--- config.mk ---
export PLATFORM = sky130hd
export DESIGN_NAME = if_id_skid_flat
export DESIGN_NICKNAME = d
export VERILOG_FILES = /design/src/rtl/if_id_skid_if.sv /design/src/rtl/if_id_skid.sv /design/src/flat_wrapper.sv
export SDC_FILE = /design/constraint.sdc
export NUM_CORES = 1
export LEC_CHECK = 0
export CAP_MARGIN = 20
export CORE_MARGIN = 2
export CORE_UTILIZATION = 44
export CTS_BUF_LIST = sky130_fd_sc_hd__clkbuf_8
export DETAILED_ROUTE_END_ITERATION = 12
export GPL_TIMING_DRIVEN = 0
export PLACE_DENSITY_LB_ADDON = 0.1
export SLEW_MARGIN = 10
export SYNTH_ARGS = -nofsm -noshare
export SYNTH_HDL_FRONTEND = slang
export SYNTH_SLANG_ARGS = --single-unit
export TNS_END_PERCENT = 20
--- constraint.sdc ---
create_clock -name clk -period 1.6 [get_ports clk]
set_input_delay 0.16 -clock clk [delete_from_list [all_inputs] [get_ports clk]]
set_output_delay 0.16 -clock clk [all_outputs]
set_load 0.02 [all_outputs]
--- src/rtl/if_id_skid_if.sv ---
// Valid/ready beat bus carrying one fetched instruction and its pc.
// The producer uses the master modport and the consumer uses the slave modport.
interface if_id_skid_if #(
    parameter int ADDR_W = 64,
    parameter int INST_W = 32
);
    logic              valid;
    logic              ready;
    logic [ADDR_W-1:0] pc;
    logic [INST_W-1:0] inst;

    modport master (output valid, output pc, output inst, input ready);
    modport slave  (input valid, input pc, input inst, output ready);
endinterface

--- src/rtl/if_id_skid.sv ---
// IF/ID pipeline boundary: a main register that drives decode, plus a single skid entry.
// The skid entry absorbs the one beat fetch can still issue after decode stalls.
module if_id_skid #(
    parameter int                ADDR_W   = 64,
    parameter int                INST_W   = 32,
    parameter logic [INST_W-1:0] NOP_INST = 32'hD503201F
) (
    input  logic        clk,
    input  logic        rst,
    input  logic        flush,
    if_id_skid_if.slave  fe,
    if_id_skid_if.master de,
    output logic [1:0]  occupancy
);
    typedef enum logic [1:0] {EMPTY = 2'd0, ONE = 2'd1, FULL = 2'd2} state_e;

    state_e            state_q, state_d;
    logic              id_valid_q, id_valid_d;
    logic              if_ready_q, if_ready_d;
    logic [ADDR_W-1:0] id_pc_q, id_pc_d;
    logic [INST_W-1:0] id_inst_q, id_inst_d;
    logic [ADDR_W-1:0] s_pc_q, s_pc_d;
    logic [INST_W-1:0] s_inst_q, s_inst_d;
    logic              accept, take;

    // The skid entry is valid exactly in FULL, so the state carries its valid bit.
    always_comb begin
        accept    = fe.valid & if_ready_q;
        take      = id_valid_q & de.ready;
        state_d   = state_q;
        id_pc_d   = id_pc_q;
        id_inst_d = id_inst_q;
        s_pc_d    = s_pc_q;
        s_inst_d  = s_inst_q;
        if (flush) begin
            state_d   = EMPTY;
            id_pc_d   = '0;
            id_inst_d = NOP_INST;
        end else begin
            case (state_q)
                EMPTY: if (accept) begin
                    id_pc_d   = fe.pc;
                    id_inst_d = fe.inst;
                    state_d   = ONE;
                end
                ONE: begin
                    if (take && accept) begin
                        id_pc_d   = fe.pc;
                        id_inst_d = fe.inst;
                    end else if (take) begin
                        state_d = EMPTY;
                    end else if (accept) begin
                        s_pc_d   = fe.pc;
                        s_inst_d = fe.inst;
                        state_d  = FULL;
                    end
                end
                FULL: if (take) begin
                    id_pc_d   = s_pc_q;
                    id_inst_d = s_inst_q;
                    state_d   = ONE;
                end
                default: state_d = EMPTY;
            endcase
        end
        // Registering ready off the next state keeps id_ready out of the if_ready path.
        id_valid_d = (state_d != EMPTY);
        if_ready_d = (state_d != FULL);
    end

    always_ff @(posedge clk) begin
        if (rst) begin
            state_q    <= EMPTY;
            id_valid_q <= 1'b0;
            if_ready_q <= 1'b1;
            id_pc_q    <= '0;
            id_inst_q  <= '0;
            s_pc_q     <= '0;
            s_inst_q   <= '0;
        end else begin
            state_q    <= state_d;
            id_valid_q <= id_valid_d;
            if_ready_q <= if_ready_d;
            id_pc_q    <= id_pc_d;
            id_inst_q  <= id_inst_d;
            s_pc_q     <= s_pc_d;
            s_inst_q   <= s_inst_d;
        end
    end

    assign fe.ready  = if_ready_q;
    assign de.valid  = id_valid_q;
    assign de.pc     = id_pc_q;
    assign de.inst   = id_inst_q;
    assign occupancy = state_q;
endmodule

--- src/flat_wrapper.sv ---
// flat-port wrapper written by rule: the top's interface ports become plain ports
module if_id_skid_flat 
#(
    parameter int                ADDR_W   = 64,
    parameter int                INST_W   = 32,
    parameter logic [INST_W-1:0] NOP_INST = 32'hD503201F
)
  (clk, rst, flush, occupancy, fe_valid, fe_pc, fe_inst, fe_ready, de_valid, de_pc, de_inst, de_ready);
  if_id_skid_if #(.ADDR_W(ADDR_W), .INST_W(INST_W)) fe_i ();
  if_id_skid_if #(.ADDR_W(ADDR_W), .INST_W(INST_W)) de_i ();
  input  logic clk;
  input  logic rst;
  input  logic flush;
  output logic [1:0] occupancy;
  input wire logic [$bits(fe_i.valid)-1:0] fe_valid;
  input wire logic [$bits(fe_i.pc)-1:0] fe_pc;
  input wire logic [$bits(fe_i.inst)-1:0] fe_inst;
  output wire logic [$bits(fe_i.ready)-1:0] fe_ready;
  output wire logic [$bits(de_i.valid)-1:0] de_valid;
  output wire logic [$bits(de_i.pc)-1:0] de_pc;
  output wire logic [$bits(de_i.inst)-1:0] de_inst;
  input wire logic [$bits(de_i.ready)-1:0] de_ready;
  assign fe_i.valid = fe_valid;
  assign fe_i.pc = fe_pc;
  assign fe_i.inst = fe_inst;
  assign fe_ready = fe_i.ready;
  assign de_valid = de_i.valid;
  assign de_pc = de_i.pc;
  assign de_inst = de_i.inst;
  assign de_i.ready = de_ready;
  if_id_skid #(.ADDR_W(ADDR_W), .INST_W(INST_W), .NOP_INST(NOP_INST)) u_core (.clk(clk), .rst(rst), .flush(flush), .fe(fe_i), .de(de_i), .occupancy(occupancy));
endmodule
==> results of run 1 <==
power groups by stage:
stage | Sequential (W) | Combinational [W] | Clock, W
after floorplan | 0.00542 | 0.000633 | 0
after global placement | 0.00526 | 0.00157 | 0
after detailed placement | 0.00526 | 0.00158 | 0
after CTS | 0.00514 | 0.00156 | 0.00318
after global routing | 0.00517 | 0.00203 | 0.00337
final | 0.00514 | 0.00191 | 0.00312
sequential cells by signal (all words and copies together), names as in the netlist:
register          count
u_core.s_pc_q        64
u_core.de.valid       1
u_core.de.pc         64
u_core.fe.ready       1
u_core.occupancy      2
u_core.s_inst_q      32
u_core.de.inst       32
through the flow:
step           setup TNS, ns  cell area [um2]  hold WS, ns
2_1_floorplan         -0.266             7980        0.296
3_3_place_gp         -105.46            10300        0.440
3_5_place_dp         -110.49            10300        0.443
4_1_cts               -15.60            10900        0.233
5_1_grt               -28.82            11900        0.256
6_report              -16.06            11900        0.260
cell families (layout without fill, tap and decap cells):
logic type | after synthesis | after routing | share of synthesized area
AND/OR/NAND/NOR | 315 | 315 | 0.155
AO/OA/AOI/OAI | 198 | 198 | 0.175
multiplexers | 96 | 96 | 0.123
buffers and inverters | 78 | 345 | 0.0542
flip-flops | 196 | 196 | 0.493
per-layer routing:
metal  vias up  part of all wire  track usage
met3        19             0.055       0.0584
met4         0             0.012       0.0612
met5         -                 0            0
met1      3409              0.47        0.310
li1       3568                 -            -
met2       183              0.47        0.361
tightest hold or removal path, cell delays in order:
cell and delay (ns):
clkdlybuf4s50_1 0.42, nand2_1 0.06, a21oi_1 0.05
how the worst min path moves through the flow:
stage                     depth (start not counted)                        startpoint                                to
after floorplan                                   2                       fe_inst[10]  u_core.s_inst_q[10]$_SDFFE_PP0P_
after detailed placement                          2   u_core.s_inst_q[0]$_SDFFE_PP0P_   u_core.s_inst_q[0]$_SDFFE_PP0P_
after global placement                            2  u_core.s_inst_q[28]$_SDFFE_PP0P_  u_core.s_inst_q[28]$_SDFFE_PP0P_
final                                             3                       fe_inst[15]  u_core.s_inst_q[15]$_SDFFE_PP0P_
after global routing                              3                         fe_pc[32]    u_core.s_pc_q[32]$_SDFFE_PP0P_
after CTS                                         3                         fe_pc[46]    u_core.s_pc_q[46]$_SDFFE_PP0P_
synth_stat cells, types with 4 or more instances:
cell and instances:
buf_4 19, dfxtp_1 196, nand2_1 196, clkbuf_4 4, clkbuf_1 31, buf_2 18
buf_6 4, mux2i_1 83, mux2_2 13, a211oi_2 30, a21oi_1 98, nor2_1 97
nor3_1 13, a211oi_1 66
cell type report:
type	count	area [um2]
fill	1457	5920
sequential	196	3930
multi-input combinational	609	3880
timing repair buffer	236	2590
buffer	77	851
tap	229	287
clock buffer	17	234
clock inverter	14	139
inverter	1	3.75
timing repair:
item | in CTS | in global routing
cloned | 2 | 15
resized for setup | 153 | 162
endpoints found under the setup margin | 270 | 215
pin swaps | 22 | 89
buffers inserted | 8 | 11
hold buffers | 0 | 0
==> out/results.ini, run 1 <==
[routing]
vias = 7179
final_antenna_net_count = 0
vias_per_cell = 5.21
drt_iter0_drc = 340
wire_per_inst_um = 17.2
routed_wl_um = 23800
dr.pass1.iters = 5
drc = 0

[setup_path]
r2r-start = u_core.occupancy[1]$_SDFF_PP0_
path_delay_family = simple AND/OR/NAND/NOR gates
critPathCaptureType = register
cp.arrival_ns = 2.10
cp_max_fo = 5
critical_path.max_stage_delay_ns = 0.44
crit_chain = nand4b_1, or3b_1, buf_6, buf_12, clkbuf_16, nand2_1, a21oi_1
path_buf_inv = 3
endpoint = u_core.s_inst_q[1]$_SDFFE_PP0P_
cp.depth = 7
slowest_stage = or3b_1
critPathLaunch = u_core.occupancy[1]$_SDFF_PP0_
required_ns = 1.93
start_kind = register
crit_type = reg -> reg
r2r-end = u_core.s_inst_q[1]$_SDFFE_PP0P_
r2r_slack_ns = -0.17
r2r_cells = 7

[floorplanning]
rows = 49
die_h_um = 139
core_um2 = 17800
initial_core_util = 0.446
io_pins = 201
die_w_um = 139
dieArea_um2 = 19200

[sta]
finalCritPeriodShare = 1.11
clock.fmax_ghz = 0.564
hold_viol = 0
drv_slew = 0
setup_viol = 184
setup_slack_ns = -0.174
tightest_slew_ns = 0.740
slew_headroom = 0.507
skew_ns = 0.0125
rsz0062_at_grt = true
period_minus_slack_ns = 1.77

[synthesis]
async_flop_share = 0
post_synth_instance_area_um2 = 7970
ys_warn_count = 0
synth_flop_cell = dfxtp_1
ys_types = 29
synth_top_cell_area_share = 0.493
synth_edf_count = 0
yosysTopAreaCell = dfxtp_1
yosys-top-cells-area = dfxtp_1 49%, mux2i_1 10%, nand2_1 9.2%
ys_seq_area_frac = 0.493
synthesis.instances = 883
synth.ff_latch_count = 196
syn-num-nets = 984
avgSynthCellArea_um2 = 9.02

[global_route]
grt_overflow = 0
grt_antenna_before_repair = 0
grt_max_degree = 17
grt_pass1_vias = 6636
grt_pass1_wl_um = 35000
grt_usage = 0.227

[clock_tree]
clock_path_buffers = 2
clk_pin_slew_ns = 0.10
clock-root-buffer = clkbuf_8
cts_buffers = 17
cts_tree = done
cts.sinks = 196
insertion_delay_ns = 0.47
htree_levels = 4

[pwr]
sw_frac_of_total = 0.276
p_int_w = 0.00737
power.share.clock = 0.307
ir_worst_vdd_uv = 517
p_comb_frac = 0.187
power_w = 0.0102
power_density_nw_per_um2 = 853
p_switching_w = 0.00280
pwr-share-seq = 0.506
leakage_nw = 5.38

[place]
dpl_worst_slack_ns = -0.761
hpwlAfterDp_um = 15500
place_congestion = 0.769
io_buffer_count = 200
dp.cells = 1312

[final_layout]
layout-drive-gt1-share = 0.208
fin_nets = 1239
layout_common_cells = 193 x dfxtp_1, 168 x nand2_1, 100 x clkdlybuf4s50_1
fin_cells = 1379
diodes = 0
area_delta_synth_final_pct = 49.7
utilization = 0.668
final_common_cell = dfxtp_1

[status]
violations = setup timing
outcome = finished with violations

[worst_hold_path]
hold_class = in -> reg

[job]
max_cap_viol_count = 0

(Power assumes the default switching activity.)
==> run 2, diff against run 1 <==
--- a/config.mk
+++ b/config.mk
@@ -5,9 +5,11 @@
 export SDC_FILE = /design/constraint.sdc
 export NUM_CORES = 1
 export LEC_CHECK = 0
-export CAP_MARGIN = 20
+export CAP_MARGIN = 25
+export CELL_PAD_IN_SITES_DETAIL_PLACEMENT = 0
+export CELL_PAD_IN_SITES_GLOBAL_PLACEMENT = 1
 export CORE_MARGIN = 2
-export CORE_UTILIZATION = 44
+export CORE_UTILIZATION = 34
 export CTS_BUF_LIST = sky130_fd_sc_hd__clkbuf_8
 export DETAILED_ROUTE_END_ITERATION = 12
 export GPL_TIMING_DRIVEN = 0
==> run 2 against run 1 <==
Against the previous run: wire length rose by 7.2%; maximum frequency increased by 4.3%; the run still ends with setup timing left; highest routed layer unchanged; sequential share of layout area is 0.26 points lower; largest power group unchanged; register-to-register slack improved by 0.07 ns; cell area up 0.91%; sequential cell count unchanged; sequential power hardly changed; via count shrank 1.3%; core utilization fell by 15 points; worst hold slack hardly changed.
==> out/results.ini, run 2 (synthesis results as in run 1) <==
[status]
outcome = finished with violations
violations = setup timing

[floorplanning]
die_w_um = 157
rows = 56
core_um2 = 23300
initial_core_util = 0.342
die_h_um = 157
io_pins = 201
dieArea_um2 = 24700

[sta]
skew_ns = 0.0214
setup_viol = 106
finalCritPeriodShare = 1.06
slew_headroom = 0.473
rsz0062_at_grt = true
setup_slack_ns = -0.100
period_minus_slack_ns = 1.70
drv_slew = 0
clock.fmax_ghz = 0.588
hold_viol = 0
fin_setup_tns_ns = -5.20
tightest_slew_ns = 0.790

[global_route]
grt_pass1_vias = 6737
grt_usage = 0.199
grt_overflow = 0
grt_antenna_before_repair = 0
grt_max_degree = 19
grt_pass1_wl_um = 37600

[worst_hold_path]
hold_class = in -> reg

[final_layout]
nFillCells = 2319
layout_common_cells = 193 x dfxtp_1, 158 x nand2_1, 100 x clkdlybuf4s50_1
final_common_cell = dfxtp_1
regArea_um2 = 3940
layout-drive-gt1-share = 0.224
area_delta_synth_final_pct = 51.0
multiInputGateArea_um2 = 4020
utilization = 0.517
fin_nets = 1237

[routing]
vias_per_cell = 4.83
wire_per_inst_um = 17.4
drt_iter0_drc = 351
dr.pass1.iters = 4
final_antenna_net_count = 0
vias = 7088
routed_wl_um = 25500
drc = 0

[setup_path]
cp.arrival_ns = 2.03
crit_type = reg -> reg
critPathCaptureType = register
start_kind = register
cp_max_fo = 8
required_ns = 1.93

[pwr]
power_w = 0.0101
p_switching_w = 0.00299
ir_worst_vdd_uv = 495
power_density_nw_per_um2 = 837
p_int_w = 0.00708
power.share.clock = 0.308
p_comb_frac = 0.181
leakage_nw = 5.24
pwr-share-seq = 0.511
sw_frac_of_total = 0.297

[job]
max_cap_viol_count = 0

[place]
place_congestion = 0.738
io_buffer_count = 200
hpwlAfterDp_um = 16800

[clock_tree]
clock-root-buffer = clkbuf_8
cts_tree = done
clock_path_buffers = 2
insertion_delay_ns = 0.47
cts.sinks = 196
clk_pin_slew_ns = 0.11
htree_levels = 4
cts_buffers = 17

-- run 2: cell types whose count changed in the layout (fill, tap and decap cells not counted), moves of 7 or more --
cell and delta:
a21oi_1 -21, nand2_4 +14, dlymetal6s2s_1 -17, nand2_1 -10, a21oi_2 +21, buf_6 +7
dlygate4sd2_1 +17, buf_12 -7, mux2i_2 -11, mux2i_1 +12, buf_8 -10, clkbuf_4 +8
clkbuf_8 +7
-- run 2: final timing paths --
| path | depth (start not counted) | to | startpoint | slack (ns) |
|---|---|---|---|---|
| worst max-delay path | 7 | u_core.s_inst_q[20]$_SDFFE_PP0P_ | u_core.occupancy[1]$_SDFF_PP0_ | -0.10 |
| worst min-delay path | 3 | u_core.s_pc_q[31]$_SDFFE_PP0P_ | fe_pc[31] | 0.26 |
| worst max register to register | 7 | u_core.s_inst_q[20]$_SDFFE_PP0P_ | u_core.occupancy[1]$_SDFF_PP0_ | -0.10 |
| worst min register to register | 2 | u_core.s_pc_q[19]$_SDFFE_PP0P_ | u_core.s_pc_q[19]$_SDFFE_PP0P_ | 0.46 |
-- run 2: layout make-up --
type	instances	area share
Clock buffer	18	0.0206
Clock inverter	13	0.00978
Buffer	76	0.0684
Sequential cell	196	0.327
Multi-Input combinational cell	609	0.334
Timing Repair Buffer	235	0.206
Inverter	1	0.000312
Antenna cell	1	0.000208
Tap cell	319	0.0332
-- run 2: stage by stage --
step / instances / hold WS, ns / setup WS (ns) / instance area [um2]
finish: 1468 / 0.260 / -0.100 / 12000
global route: 1467 / 0.239 / -0.158 / 12000
CTS: 1448 / 0.221 / -0.0876 / 11200
detailed placement: 1402 / 0.446 / -0.747 / 10400
global placement: 1402 / 0.439 / -0.695 / 10400
floorplan: 883 / 0.296 / -0.00677 / 7980
-- run 2: per-layer routing --
| layer | up-vias | share of wire | global-route usage |
|---|---|---|---|
| met3 | 17 | 0.049 | 0.0457 |
| met2 | 143 | 0.46 | 0.318 |
| met5 | - | 0 | 0 |
| met4 | 0 | 0.0095 | 0.0515 |
| met1 | 3380 | 0.48 | 0.271 |
| li1 | 3548 | - | - |
-- run 2: worst max-delay path, cell delays in order, from the launching register on --
cell	delay [ns]
dfxtp_4	0.36
nand4b_1	0.20
or3b_1	0.41
buf_6	0.17
clkbuf_16	0.18
buf_8	0.14
nand2_2	0.05
a21oi_1	0.05
-- run 2: timing repair --
| action | in CTS | in global routing |
|---|---|---|
| hold buffers | 0 | 0 |
| endpoints found under the setup margin | 290 | 197 |
| gates resized for setup | 209 | 129 |
| setup buffers | 9 | 7 |
| pin swaps | 29 | 77 |
| gates cloned | 7 | 12 |
-- run 2: power groups by stage --
stage | Combinational [W] | Clock [W] | Sequential [W]
finish | 0.00183 | 0.00310 | 0.00515
floorplan | 0.000633 | 0 | 0.00542
detailed placement | 0.00160 | 0 | 0.00526
global placement | 0.00160 | 0 | 0.00526
global route | 0.00197 | 0.00343 | 0.00517
CTS | 0.00161 | 0.00323 | 0.00515
